<file path="src/rtl/muldiv_unit.sv">
// Iterative RISC-V M-extension multiply/divide unit: shift-add multiply and
// restoring divide on operand magnitudes, with sign fix-up applied at the end.
module muldiv_unit #(
  parameter int unsigned XLEN = 32
) (
  input  logic            clk,
  input  logic            rst,
  input  logic            valid,
  input  logic [2:0]      op,
  input  logic [XLEN-1:0] in_A,
  input  logic [XLEN-1:0] in_B,
  input  logic            flush,
  output logic            busy,
  output logic            ready,
  output logic [XLEN-1:0] out
);

  localparam int unsigned CW = $clog2(XLEN);
  localparam logic [CW-1:0] CNT_LAST = CW'(XLEN - 1);

  typedef enum logic [1:0] {S_IDLE, S_CALC, S_FIX, S_OUT} state_t;

  state_t            state_q, state_d;
  logic [CW-1:0]     cnt_q, cnt_d;
  logic [2*XLEN-1:0] sr_q, sr_d;
  logic [XLEN-1:0]   opnd_q, opnd_d;
  logic [2:0]        op_q, op_d;
  logic              neg_q, neg_d;
  logic [XLEN-1:0]   out_q, out_d;

  logic              a_neg, b_neg;
  logic [XLEN-1:0]   a_mag, b_mag;
  logic [XLEN:0]     mul_sum, div_rem, div_diff;
  logic [2*XLEN-1:0] prod_fix;
  logic [XLEN-1:0]   quot_fix, rem_fix;

  // Sign flags and magnitudes of the incoming operands; |-2^(XLEN-1)| wraps to itself.
  always_comb begin
    a_neg = ((op == 3'b001) || (op == 3'b010) || (op == 3'b100) || (op == 3'b110))
            && in_A[XLEN-1];
    b_neg = ((op == 3'b001) || (op == 3'b100) || (op == 3'b110)) && in_B[XLEN-1];
    a_mag = a_neg ? -in_A : in_A;
    b_mag = b_neg ? -in_B : in_B;
  end

  // Datapath: sr_q holds {partial, multiplier} for mul and {remainder, quotient} for div.
  always_comb begin
    mul_sum  = {1'b0, sr_q[2*XLEN-1:XLEN]} + (sr_q[0] ? {1'b0, opnd_q} : '0);
    div_rem  = sr_q[2*XLEN-1:XLEN-1];
    div_diff = div_rem - {1'b0, opnd_q};
    prod_fix = neg_q ? -sr_q : sr_q;
    quot_fix = neg_q ? -sr_q[XLEN-1:0] : sr_q[XLEN-1:0];
    rem_fix  = neg_q ? -sr_q[2*XLEN-1:XLEN] : sr_q[2*XLEN-1:XLEN];
  end

  always_comb begin
    state_d = state_q;
    cnt_d   = cnt_q;
    sr_d    = sr_q;
    opnd_d  = opnd_q;
    op_d    = op_q;
    neg_d   = neg_q;
    out_d   = out_q;
    unique case (state_q)
      S_IDLE: begin
        if (valid && !flush) begin
          op_d  = op;
          // Remainder takes the dividend sign; everything else the sign product.
          neg_d = (op[2] && op[1]) ? a_neg : (a_neg ^ b_neg);
          cnt_d = '0;
          if (op[2]) begin
            sr_d   = {{XLEN{1'b0}}, a_mag};
            opnd_d = b_mag;
            if (in_B == '0) begin
              out_d   = op[1] ? in_A : '1;
              state_d = S_OUT;
            end else begin
              state_d = S_CALC;
            end
          end else begin
            sr_d    = {{XLEN{1'b0}}, b_mag};
            opnd_d  = a_mag;
            state_d = S_CALC;
          end
        end
      end
      S_CALC: begin
        if (flush) begin
          cnt_d   = '0;
          state_d = S_IDLE;
        end else begin
          if (op_q[2]) begin
            if (!div_diff[XLEN]) sr_d = {div_diff[XLEN-1:0], sr_q[XLEN-2:0], 1'b1};
            else                 sr_d = {div_rem[XLEN-1:0], sr_q[XLEN-2:0], 1'b0};
          end else begin
            sr_d = {mul_sum, sr_q[XLEN-1:1]};
          end
          cnt_d = cnt_q + CW'(1);
          if (cnt_q == CNT_LAST) state_d = S_FIX;
        end
      end
      S_FIX: begin
        if (flush) begin
          cnt_d   = '0;
          state_d = S_IDLE;
        end else begin
          if (op_q[2])                out_d = op_q[1] ? rem_fix : quot_fix;
          else if (op_q[1:0] == 2'b00) out_d = prod_fix[XLEN-1:0];
          else                        out_d = prod_fix[2*XLEN-1:XLEN];
          state_d = S_OUT;
        end
      end
      S_OUT: state_d = S_IDLE;
      default: state_d = S_IDLE;
    endcase
  end

  always_ff @(posedge clk) begin
    if (rst) begin
      state_q <= S_IDLE;
      cnt_q   <= '0;
      sr_q    <= '0;
      opnd_q  <= '0;
      op_q    <= '0;
      neg_q   <= 1'b0;
      out_q   <= '0;
    end else begin
      state_q <= state_d;
      cnt_q   <= cnt_d;
      sr_q    <= sr_d;
      opnd_q  <= opnd_d;
      op_q    <= op_d;
      neg_q   <= neg_d;
      out_q   <= out_d;
    end
  end

  assign busy  = (state_q != S_IDLE);
  assign ready = (state_q == S_OUT);
  assign out   = out_q;

endmodule
</file>
<file path="config.mk">
export PLATFORM = sky130hd
export DESIGN_NAME = muldiv_unit
export DESIGN_NICKNAME = d
export VERILOG_FILES = /design/src/rtl/muldiv_unit.sv
export SDC_FILE = /design/constraint.sdc
export NUM_CORES = 1
export LEC_CHECK = 0
export BUFFER_PORTS_ARGS = -buffer_cell sky130_fd_sc_hd__buf_4
export CORE_MARGIN = 8
export CORE_UTILIZATION = 60
export CTS_CLUSTER_SIZE = 28
export DETAILED_ROUTE_END_ITERATION = 6
export PLACE_DENSITY = 0.91
export RECOVER_POWER = 100
export SLEW_MARGIN = 20
export SYNTH_ARGS = -nofsm -noshare
export SYNTH_HDL_FRONTEND = slang
export SYNTH_SLANG_ARGS = --single-unit
</file>
<file path="constraint.sdc">
create_clock -name clk -period 10.3 [get_ports clk]
set_input_delay 1.03 -clock clk [delete_from_list [all_inputs] [get_ports clk]]
set_output_delay 1.03 -clock clk [all_outputs]
set_load 0.02 [all_outputs]
</file>
==> impl_metrics.ini <==
[worst_setup_path]
worstReg2RegStart = sr_q[31]$_SDFFE_PP0P_
crit_path_start = op[2]
worstPathRequired_ns = 10.65
slowest_stage = clkbuf_1
crit_arrival_ns = 7.17
r2r_slack_ns = 4.54
path_max_fanout = 56
worstRegToRegCells = 13
worst_setup_path_start_kind = input pin
crit_chain = clkbuf_1 -> inv_1 -> nor2_1 -> a41oi_1 -> or3_4 -> a311oi_1 -> a21oi_1 -> nor2_1
worstSetupEndpointType = flip-flop
timing.rr.end = sr_q[57]$_SDFFE_PP0P_
crit_top_cell = nor2_1
criticalPathCategory = in -> reg
cpPeakStageDelay_ns = 2.03

[timing]
layout_setup_ws_ns = 3.48
final_max_slew_viol_count = 297
finalWorstPathRequiredPeriod_ns = 6.82
setup_violations = 0
timing.setup.tns_ns = 0
slew_headroom_pct = -128
skew_ns = 0.0187
finalHoldViolations = 0
finalCritPeriodShare_pct = 66.3
rsz0062_at_grt = false
worst_slew_pin_slew_ns = 3.42
max_freq_mhz = 147

[die]
die_h_um = 171
io_pins = 105
start_util_pct = 60.4
coreArea_mm2 = 0.0240
rows = 57
die_w_um = 171
die_area_mm2 = 0.0293

[synthesis]
syn_avg_cell_area_um2 = 7.17
synth_edf_count = 0
syn_nets = 2161
synth_compound_area_share_pct = 28.0
synth_top_family_by_area = compound AO/OA/AOI/OAI gates
synthAdderAreaFrac_pct = 6.33
yosysWarnings = 0
netlist_area_mm2 = 0.0145
ys_ff_latch = 139
async_flop_share_pct = 0
synthDistinctLibCells = 80
synth_xor_xnor_area_share_pct = 11.1
synth_top_flop_cell = dfxtp_1
synthCells = 2018
synth_mux_area_share_pct = 6.81
ys_seq_area_share_pct = 19.2
synthSimpleGateAreaFrac_pct = 22.8

[routing]
ant_nets = 0
vias = 16300
wirelength_um = 55600
firstDrtPassIters = 6
wl_per_cell_um = 23.7
via_per_inst = 6.94
drc = 0
drt_iter0_drc = 2515

[pwr]
power_density_mw_per_mm2 = 112
internal_power_mw = 1.11
combPwrFrac_pct = 29.9
p_switching_mw = 0.638
clkPwrFrac_pct = 36.3
p_sw_share_pct = 36.4
seqPwrFrac_pct = 33.8
leakagePower_nw = 6.07
ir_drop_mv = 0.0883
power.total_mw = 1.75

[clocking]
cts_sinks = 139
ctsResizeCount = 0
insertion_delay_ns = 0.45
postCtsSetupBuffers = 0
cts.clk_slew.worst_paths_ns = 0.06
cts_tree = built
cts_made_buffers = 17
cts_root_buffer = clkbuf_16
cts_buffer_depth = 2
ctsHoldBuffers = 0
h-tree-depth = 4

[hold_path]
whs_path_depth = 2
hold_path_class = reg -> reg
hp-start = opnd_q[21]$_SDFFE_PP0P_
holdPathEnd = opnd_q[21]$_SDFFE_PP0P_

[flow_run]
maxCapViolations = 6

[global_route]
grt_pass1_wl_um = 84600
track_usage_pct = 36.9
antenna_found_initial = 1
grt_pass1_vias = 14900
grt_overflow_total = 0
grt_max_degree = 84

[finish]
syn_to_final_growth_pct = 8.32
final_common_cell = nor2_1
fin_nets = 2155
fin_cells = 2349
layout_common_cells = nor2_1, nand2_1, a21oi_1
layout-drive-gt1-share_pct = 7.26

[place]
pre_cts_ws_ns = 5.95
place_congestion = 1.00
dp_hpwl_um = 41500
port_buffers = 104
dp.cells = 2317

[outcome]
outcome = finished with violations
violations = capacitance limit, slew limit
-- logic make-up after synthesis --
logic type	Yosys count
AND/OR/NAND/NOR	688
AO/OA/AOI/OAI	622
buffers and inverters	216
XOR/XNOR	184
flip-flops	139
multiplexers	97
adder cells (fa/ha/maj)	72
-- worst max-delay path: cells and delay by family --
family | cells | cell delay, ns
AOI/OAI and AO/OA | 3 | 1.03
buffers and inverters | 2 | 3.89
and+or+nand+nor | 3 | 1.17
-- power groups by stage --
stage	clock network, mW	registers, mW	logic, mW
after CTS	0.635	0.589	0.506
after global placement	0	0.600	0.493
after global routing	0.652	0.593	0.560
after detailed placement	0	0.601	0.502
final	0.636	0.593	0.524
after floorplan	0	0.582	0.363
-- worst max path at each step --
stage | end | slack [ns]
after global routing | out[8]$_SDFFE_PP0P_ | 3.05
after global placement | out[13]$_SDFFE_PP0P_ | 5.94
after CTS | sr_q[59]$_SDFFE_PP0P_ | 5.99
after floorplan | out[16]$_SDFFE_PP0P_ | 6.62
final | out[0]$_SDFFE_PP0P_ | 3.48
after detailed placement | out[0]$_SDFFE_PP0P_ | 5.95
-- stage by stage --
stage               util [%]  instance area [µm²]  hold WS, ns
finish                  65.4                15700        0.459
floorplan                  -                14500        0.432
detailed placement      63.7                15300        0.446
global route            65.4                15700        0.471
global placement        63.7                15300        0.440
CTS                     66.2                15900        0.456
-- layout make-up --
type,instances,area (µm²)
repair buffers,122,762
multi-input cells,1663,10900
diodes,1,2.50
clock inverters,13,143
flip-flops and latches,139,2790
clock buffers,18,439
fillers,2146,8290
well taps,324,405
inverters,69,259
-- registers in the layout, summed over array words and instances, names as in the netlist --
register,flops
sr_q,64
out,32
opnd_q,32
op_q,3
cnt_q,5
state_q,2
neg_q,1
-- cell usage after synthesis, types with 6 or more instances --
library cell    n  area [µm²]
xor2_1         87         762
o21ai_0       132         661
o22ai_1        16         100
dfxtp_1       139        2780
nor4_1         18         113
nor2_1        232         871
clkbuf_1      133         499
or4_1          19         143
and2_1         13        81.3
or2_2          11        68.8
o221ai_1       24         210
o21bai_1        6        45.0
o21a_1         16         120
ha_1           70         876
a41oi_1         8        70.1
inv_1          68         255
a31oi_1        22         138
a22oi_1        15         113
o31ai_1        25         188
nand2b_1       29         181
xnor2_1        97         850
o2111ai_1       8        70.1
o211ai_1       36         270
nand3_1        36         180
nor2b_1        14        87.6
or3_1          27         169
mux2i_1        95         951
a21oi_1       164         821
a211oi_1       39         293
a311oi_1        8        70.1
a21o_1         37         278
nor3b_1         7        52.6
buf_1          12        45.0
and3_1         13        81.3
nand2_1       173         649
nand3b_1        8        60.1
nor3_1         59         295
o41ai_1        13         114
a2111oi_0       8        70.1
-- per-layer routing --
metal / GRT usage (%) / wire [µm] / vias to the layer above
met4: 19.9 / 3140 / 2
met3: 6.29 / 6480 / 194
met1: 48.1 / 21500 / 7628
li1: - / - / 7334
met2: 57.5 / 24500 / 1149
met5: 0 / 9 / -
Power figures use the tool's default switching activity.
